File: src/rtl/mem_bus_if_pkg.sv
// mem_bus_if_pkg: shared FSM encodings, stall-vector index and control levels for the memory bus master.
package mem_bus_if_pkg;
   typedef enum logic [1:0] {
      IDLE           = 2'd0,
      BUSY           = 2'd1,
      WAIT_FOR_STALL = 2'd2
   } state_e;
   localparam int   STALL_MEM = 4;
   localparam logic Stop      = 1'b1;
   localparam logic NoStop    = 1'b0;
   localparam logic RstEnable = 1'b1;
endpackage

File: src/rtl/mem_bus_if_if.sv
// mem_bus_if_if: single-beat bus between the memory-stage master and a slave.
interface mem_bus_if_if;
   logic        cyc;
   logic        stb;
   logic        we;
   logic [31:0] addr;
   logic [3:0]  sel;
   logic [31:0] wdata;
   logic [31:0] rdata;
   logic        ack;
   logic        err;
   modport master (output cyc, stb, we, addr, sel, wdata, err, input rdata, ack);
   modport slave  (input cyc, stb, we, addr, sel, wdata, err, output rdata, ack);
endinterface

File: src/rtl/mem_bus_if.sv
// mem_bus_if: memory-stage bus master with pipeline stall handshake, flush abort and ack timeout.
module mem_bus_if
   import mem_bus_if_pkg::*;
#(
   parameter int unsigned TIMEOUT_CYCLES = 255
) (
   input  logic         clk,
   input  logic         rst,
   input  logic [5:0]   stall_i,
   input  logic         flush_i,
   input  logic         cpu_ce_i,
   input  logic         cpu_we_i,
   input  logic [31:0]  cpu_addr_i,
   input  logic [3:0]   cpu_sel_i,
   input  logic [31:0]  cpu_wdata_i,
   output logic [31:0]  cpu_rdata_o,
   output logic         stallreq_o,
   mem_bus_if_if.master bus
);
   localparam logic [15:0] cnt_last = 16'(TIMEOUT_CYCLES - 1);
   state_e      state_q, state_d;
   logic        cyc_q, cyc_d, we_q, we_d, err_q, err_d;
   logic [31:0] addr_q, addr_d, wdata_q, wdata_d, rd_buf_q, rd_buf_d;
   logic [3:0]  sel_q, sel_d;
   logic [15:0] cnt_q, cnt_d;
   logic        hold, ack_ok;
   assign hold   = |(stall_i & 6'(1 << STALL_MEM));
   assign ack_ok = bus.ack && !flush_i;
   assign bus.cyc   = cyc_q;
   assign bus.stb   = cyc_q;
   assign bus.we    = we_q;
   assign bus.addr  = addr_q;
   assign bus.sel   = sel_q;
   assign bus.wdata = wdata_q;
   assign bus.err   = err_q;
   always_comb begin
      state_d     = state_q;
      cyc_d       = cyc_q;
      we_d        = we_q;
      addr_d      = addr_q;
      sel_d       = sel_q;
      wdata_d     = wdata_q;
      rd_buf_d    = rd_buf_q;
      cnt_d       = cnt_q;
      err_d       = 1'b0;
      stallreq_o  = NoStop;
      cpu_rdata_o = '0;
      case (state_q)
         IDLE: begin
            if (cpu_ce_i && !flush_i) begin
               stallreq_o = Stop;
               state_d    = BUSY;
               cyc_d      = 1'b1;
               we_d       = cpu_we_i;
               addr_d     = cpu_addr_i;
               sel_d      = cpu_sel_i;
               wdata_d    = cpu_wdata_i;
               cnt_d      = '0;
            end
         end
         BUSY: begin
            // flush beats ack, ack beats timeout
            if (flush_i || bus.ack || cnt_q >= cnt_last) begin
               state_d = (ack_ok && hold) ? WAIT_FOR_STALL : IDLE;
               cyc_d   = 1'b0;
               we_d    = 1'b0;
               sel_d   = '0;
               err_d   = !flush_i && !bus.ack;
               if (ack_ok) begin
                  rd_buf_d    = bus.rdata;
                  cpu_rdata_o = bus.rdata;
               end
            end else begin
               stallreq_o = Stop;
               cnt_d      = (cnt_q == 16'hFFFF) ? cnt_q : cnt_q + 16'd1;
            end
         end
         WAIT_FOR_STALL: begin
            cpu_rdata_o = rd_buf_q;
            state_d     = (flush_i || !hold) ? IDLE : WAIT_FOR_STALL;
         end
         default: state_d = IDLE;
      endcase
      if (rst == RstEnable) begin
         stallreq_o  = NoStop;
         cpu_rdata_o = '0;
      end
   end
   always_ff @(posedge clk) begin
      if (rst == RstEnable) begin
         state_q  <= IDLE;
         cyc_q    <= 1'b0;
         we_q     <= 1'b0;
         err_q    <= 1'b0;
         addr_q   <= '0;
         sel_q    <= '0;
         wdata_q  <= '0;
         rd_buf_q <= '0;
         cnt_q    <= '0;
      end else begin
         state_q  <= state_d;
         cyc_q    <= cyc_d;
         we_q     <= we_d;
         err_q    <= err_d;
         addr_q   <= addr_d;
         sel_q    <= sel_d;
         wdata_q  <= wdata_d;
         rd_buf_q <= rd_buf_d;
         cnt_q    <= cnt_d;
      end
   end
endmodule

File: src/flat_wrapper.sv
// flat-port wrapper written by rule: the top's interface ports become plain ports
module mem_bus_if_flat import mem_bus_if_pkg::*;
#(
   parameter int unsigned TIMEOUT_CYCLES = 255
)
  (clk, rst, stall_i, flush_i, cpu_ce_i, cpu_we_i, cpu_addr_i, cpu_sel_i, cpu_wdata_i, cpu_rdata_o, stallreq_o, bus_cyc, bus_stb, bus_we, bus_addr, bus_sel, bus_wdata, bus_err, bus_rdata, bus_ack);
  mem_bus_if_if bus_i ();
  input  logic clk;
  input  logic rst;
  input  logic [5:0] stall_i;
  input  logic flush_i;
  input  logic cpu_ce_i;
  input  logic cpu_we_i;
  input  logic [31:0] cpu_addr_i;
  input  logic [3:0] cpu_sel_i;
  input  logic [31:0] cpu_wdata_i;
  output logic [31:0] cpu_rdata_o;
  output logic stallreq_o;
  output wire logic [$bits(bus_i.cyc)-1:0] bus_cyc;
  output wire logic [$bits(bus_i.stb)-1:0] bus_stb;
  output wire logic [$bits(bus_i.we)-1:0] bus_we;
  output wire logic [$bits(bus_i.addr)-1:0] bus_addr;
  output wire logic [$bits(bus_i.sel)-1:0] bus_sel;
  output wire logic [$bits(bus_i.wdata)-1:0] bus_wdata;
  output wire logic [$bits(bus_i.err)-1:0] bus_err;
  input wire logic [$bits(bus_i.rdata)-1:0] bus_rdata;
  input wire logic [$bits(bus_i.ack)-1:0] bus_ack;
  assign bus_cyc = bus_i.cyc;
  assign bus_stb = bus_i.stb;
  assign bus_we = bus_i.we;
  assign bus_addr = bus_i.addr;
  assign bus_sel = bus_i.sel;
  assign bus_wdata = bus_i.wdata;
  assign bus_err = bus_i.err;
  assign bus_i.rdata = bus_rdata;
  assign bus_i.ack = bus_ack;
  mem_bus_if #(.TIMEOUT_CYCLES(TIMEOUT_CYCLES)) u_core (.clk(clk), .rst(rst), .stall_i(stall_i), .flush_i(flush_i), .cpu_ce_i(cpu_ce_i), .cpu_we_i(cpu_we_i), .cpu_addr_i(cpu_addr_i), .cpu_sel_i(cpu_sel_i), .cpu_wdata_i(cpu_wdata_i), .cpu_rdata_o(cpu_rdata_o), .stallreq_o(stallreq_o), .bus(bus_i));
endmodule
File: config.mk
export PLATFORM = sky130hd
export DESIGN_NAME = mem_bus_if_flat
export DESIGN_NICKNAME = d
export VERILOG_FILES = /design/src/rtl/mem_bus_if_pkg.sv /design/src/rtl/mem_bus_if_if.sv /design/src/rtl/mem_bus_if.sv /design/src/flat_wrapper.sv
export SDC_FILE = /design/constraint.sdc
export NUM_CORES = 1
export LEC_CHECK = 0
export ABC_CLOCK_PERIOD_IN_PS = 5570
export CORE_AREA = 2 2 107 109
export CTS_CLUSTER_DIAMETER = 100
export DETAILED_ROUTE_END_ITERATION = 10
export DIE_AREA = 0 0 109 111
export GPL_TIMING_DRIVEN = 0
export PLACE_DENSITY = 0.84
export SYNTH_ARGS = -nofsm -noshare
export SYNTH_HDL_FRONTEND = slang
export SYNTH_SLANG_ARGS = --single-unit
File: constraint.sdc
create_clock -name clk -period 5.57 [get_ports clk]
set_input_delay 1.114 -clock clk [delete_from_list [all_inputs] [get_ports clk]]
set_output_delay 1.114 -clock clk [all_outputs]
set_load 0.02 [all_outputs]
# [After elaboration in Yosys (flattened, before gate mapping)]
# Index checks and enable logic that the tools add are counted.
[op_classes] addsub=1 magnitude_cmp=1 n_eq_ne=7 muxes=25 bitwise_logic=2 reduce_logical=18
[ops] cell="$mux 32" count=3
[ops] cell="$pmux 32 s2" count=1
[ops] cell="$mux 16" count=3
[ops] cell="$pmux 16 s2" count=1
[ops] cell="$add 16x1->16 const B" count=1
[ops] cell="$eq 16x16->1 const B" count=1
[ops] cell="$ge 16x8->1 const B" count=1
[ops] cell="$mux 2" count=4
[ops] cell="$mux 4" count=2
[ops] cell="$pmux 4 s2" count=1
[ops] cell="$mux 1" count=6
[ops] cell="$pmux 1 s2" count=3
[ops] cell="$pmux 2 s3" count=1
[ops] cell="$reduce_and 3->1" count=2
[ops] cell="$logic_and 1x1->1" count=4
[ops] cell="$ne 2x1->1 const B" count=2
[ops] cell="$ne 2x2->1 const B" count=2
[ops] cell="$reduce_and 2->1" count=2
[ops] cell="$reduce_and 4->1" count=1
[ops] cell="$logic_not 1->1" count=3
[ops] cell="$logic_or 1x1->1" count=3
[ops] cell="$reduce_or 3->1" count=1
[ops] cell="$eq 2x1->1 const B" count=1
[ops] cell="$eq 2x2->1 const B" count=1
[ops] cell="other kinds (3)" count=4
[totals] register_bits=121

# [Depth between registers and ports, before layout]
[logic_depth] word_depth=6 depth_mapped=9 depth_no_buf=7

# [Worst setup path before layout]
# Ideal clock, no wire load.
[synth_path] path_type="in2out" start="in bus_ack" end="out cpu_rdata_o[10]" t_arrival_ns=2.099 t_required_ns=4.456 path_slack_ns=2.357 stages=5 path_cell_list="nand2_1 -> nor2_1 -> clkbuf_1 -> nand2_1 -> a21oi_1"
[synth_between] elab_chain_len=5 word_cells_on_any_way=7 classes_between="4 x mux; 3 x reduce/logical"
[synth_rtl] element="start: declaration" line="flat_wrapper.sv:27" rtl="input wire logic [$bits(bus_i.ack)-1:0] bus_ack;"
[synth_rtl] element="$logic_and 1x1->1 or $logic_or 1x1->1 (tied branches)" line="mem_bus_if.sv:28, mem_bus_if.sv:63"
[synth_rtl] element="$mux 32 or $logic_or 1x1->1 (tied branches)" line="mem_bus_if.sv:69, mem_bus_if.sv:63"
[synth_rtl] element="$mux 32 (*)" line="mem_bus_if.sv:63" rtl="if (flush_i || bus.ack || cnt_q >= cnt_last) begin"
[synth_rtl] element="$pmux 32 s2 (*)" line="mem_bus_if.sv:48" rtl="case (state_q)"
[synth_rtl] element="$mux 32 (*)" line="mem_bus_if.sv:84" rtl="if (rst == RstEnable) begin"
[synth_rtl] element="end: declaration" line="flat_wrapper.sv:17" rtl="output logic [31:0] cpu_rdata_o;"
# Mark *: on every way between the ends. The rest lies on a longest branch, timed or not.

# [Final worst setup path]
# Same ends and word-level chain as after synthesis.

==> reports/metrics.yaml <==
status:
  status: "complete, no violations"
synth:
  ys_warn_count: 0
  synth_fp_nets: 741
  ys_types: 44
  synth.avg_cell_area_um2: 7.75
  synth_edf_count: 0
  synth_area_mm2: 0.00483
  synth_seq_cells: 121
  synth_compound_area_share_pct: 17.9
  synth_fa_ha_area_share_pct: 1.56
  synth_top_family_by_area: "simple AND/OR/NAND/NOR gates"
  synth_mux_area_share_pct: 0.855
  yosys.area_share.simple_pct: 25.1
  async_flop_share_pct: 0
  synthXorXnorAreaFrac_pct: 0
  synth_seq_area_share_pct: 50.2
  synth_cells: 623
  synth_ff_type: "dfxtp_1"
clock_tree:
  post_cts_buffers: 0
  post_cts_resized: 0
  insertion_delay_ns: 0.40
  cts_tree: "yes"
  clkTransAtPathRegs_ns: 0.05
  h-tree-depth: 4
  cts_sinks: 121
  numCtsBuffers: 17
  clk_path_buf_depth: 2
  hold_buffers: 0
  cts_root_buf: "clkbuf_16"
worst_setup_path:
  endpoint: "cpu_rdata_o[10]"
  slowest_delay_ns: 0.65
  critPathKind: "in -> out"
  path_buf_inv: 3
  path_cells: "clkdlybuf4s50_1 > nand2_1 > nor2_1 > clkbuf_1 > nand2_1 > a21oi_1 > clkdlybuf4s50_1"
  crit_family: "buffers and inverters"
  reg2regPathDepth: 8
  arrival_ns: 3.45
  start_kind: "input port"
  cp.required_ns: 4.46
  r2r_end: "u_core.cnt_q[6]"
  critPathMaxFanout: 10
  crit_start: "bus_ack"
  crit_cells: 7
  rr_startpoint: "u_core.state_q[1]"
  cp-end-kind: "output port"
  ff2ff_setup_slack_ns: 3.52
  crit_slowest_cell: "clkdlybuf4s50_1"
power:
  pwr-share-comb_pct: 12.4
  p_sw_share_pct: 23.3
  powerDensity_mw_per_mm2: 293
  power_frac_clock_pct: 47.1
  p_leak_nw: 2.73
  power_mw: 2.25
  power.switching_uw: 525
  seqPwrFrac_pct: 40.5
  max-vdd-ir-drop_v: 0.000228
  intPower_mw: 1.73
placed_design:
  preCtsSetupSlack_ns: 0.957
  portBuffers: 211
  dp_hpwl_um: 10500
  place.gp.congestion: 0.835
sta:
  tns_ns: 0
  period_needed_ns: 4.56
  slew-limit-headroom_pct: 56.3
  finalWorstSetupSlack_ns: 1.01
  fin_crit_sh_pct: 81.9
  clock_skew_ns: 0.0102
  hold_viol: 0
  rsz0062_at_grt: "false"
  clock.fmax_ghz: 0.219
  finalSetupViolCount: 0
  drv_slew: 0
  tightest_slew_ns: 0.656
die:
  die_area_mm2: 0.0121
  boundaryPins: 217
  placementRows: 39
  core_mm2: 0.0111
  die_y_um: 111
  die_x_um: 109
  initial_utilization_pct: 43.6
layout:
  antennaDiodeCount: 0
  synthToLayoutAreaGrowth_pct: 59.3
  drive_above_1_share_pct: 5.90
  n_fill_cell: 917
  nets: 971
  mostFrequentLayoutCell: "nand2_1"
  layout_common_cells: "nand2_1, clkdlybuf4s50_1, a21oi_1"
routing:
  antenna_left: 0
  vias_per_cell: 5.02
  wirelength_um: 14600
  firstDrtPassIters: 4
  wl_per_cell_um: 14.5
  vias: 5056
  drt_iter0_markers: 321
  drc: 0
flow_run:
  maxCapViolations: 0
hold_path:
  hold_start: "u_core.bus.addr[28]"
  hold_class: "reg -> reg"
grt:
  grt_pass1_vias: 4847
  grt_start_max_net_pins: 17
  grtUsageTotal_pct: 24.1
  grt_pass1_wl_um: 23000
  grt_overflow: 0
  antenna_found_initial: 0
synthesized netlist by cell type, types with 2 or more instances:
library cell / number / area share (%)
nor2b_1: 2 / 0.26
a22o_1: 5 / 0.91
a31oi_1: 4 / 0.52
a32o_1: 2 / 0.41
a41oi_1: 2 / 0.36
nor2_1: 19 / 1.5
nand2_1: 233 / 18
a21oi_1: 131 / 14
nand4_1: 4 / 0.52
ha_1: 6 / 1.6
or2_2: 2 / 0.26
clkbuf_1: 27 / 2.1
buf_2: 9 / 0.93
nand3_1: 2 / 0.21
and3_1: 4 / 0.52
and2_1: 6 / 0.78
nor4b_1: 2 / 0.36
nor3_1: 3 / 0.31
mux2i_1: 3 / 0.62
or3_1: 2 / 0.26
inv_1: 5 / 0.39
a41o_1: 2 / 0.41
dfxtp_1: 121 / 50
buf_1: 7 / 0.54
worst reg2reg max path, delay by kind of cell, from the launching register on:
| kind | cells | cell delay [ns] |
|---|---|---|
| buffers and inverters | 3 | 0.57 |
| muxes | 1 | 0.26 |
| adders and majority gates | 1 | 0.17 |
| and+or+nand+nor | 3 | 0.56 |
| DFF | 1 | 0.38 |
layer usage:
layer / track usage [%] / vias up / part of all wire, %
li1: - / 2530 / -
met1: 27.7 / 2300 / 40
met2: 40.6 / 205 / 49
met3: 8.94 / 21 / 9.4
met4: 7.95 / 0 / 1.6
met5: 0 / - / 0
worst min-delay path by stage:
stage               depth (start not counted)                   end
finish                                      2   u_core.bus.addr[28]
global route                                2    u_core.bus.addr[2]
CTS                                         2  u_core.bus.wdata[13]
detailed placement                          2   u_core.bus.addr[28]
global placement                            2  u_core.bus.wdata[21]
floorplan                                   2    u_core.rd_buf_q[0]
cells by family after synthesis:
logic type	Yosys count
mux	4
simple gates	289
buf+inv	50
compound gates	153
fa+ha+maj	6
flops	121
sequential cells by signal (all words and copies together) (netlist names):
name	flops
u_core.state_q	2
u_core.bus.cyc	1
u_core.bus.we	1
u_core.bus.err	1
u_core.bus.sel	4
u_core.cnt_q	16
u_core.rd_buf_q	32
u_core.bus.addr	32
u_core.bus.wdata	32
final cells by class:
type                            instances  area [um^2]  share of cell area (%)
Sequential cell                       121         2420                    31.5
Multi-Input combinational cell        452         2190                    28.5
Timing Repair Buffer                  211         2110                    27.5
Clock buffer                           23          478                    6.21
Buffer                                 45          191                    2.49
Tap cell                              143          179                    2.33
Clock inverter                          8         95.1                    1.24
Inverter                                5         18.8                   0.244
power groups by stage:
| stage | Clock, mW | Sequential (mW) | Combinational, mW |
|---|---|---|---|
| 2_1_floorplan | 0 | 0.959 | 0.0892 |
| 3_3_place_gp | 0 | 0.928 | 0.275 |
| 3_5_place_dp | 0 | 0.929 | 0.277 |
| 4_1_cts | 1.08 | 0.911 | 0.279 |
| 5_1_grt | 1.11 | 0.914 | 0.300 |
| 6_report | 1.06 | 0.912 | 0.278 |
through the flow:
step	cell area, um^2	instances	util (%)	hold WS [ns]
final	7690	1008	69.4	0.451
after global routing	7690	1008	69.4	0.467
after CTS	7690	1008	69.4	0.453
after detailed placement	7120	977	64.3	0.446
after global placement	7120	977	64.3	0.441
after floorplan	4830	623	-	0.437
No activity file was read; power rests on OpenSTA's default activity.
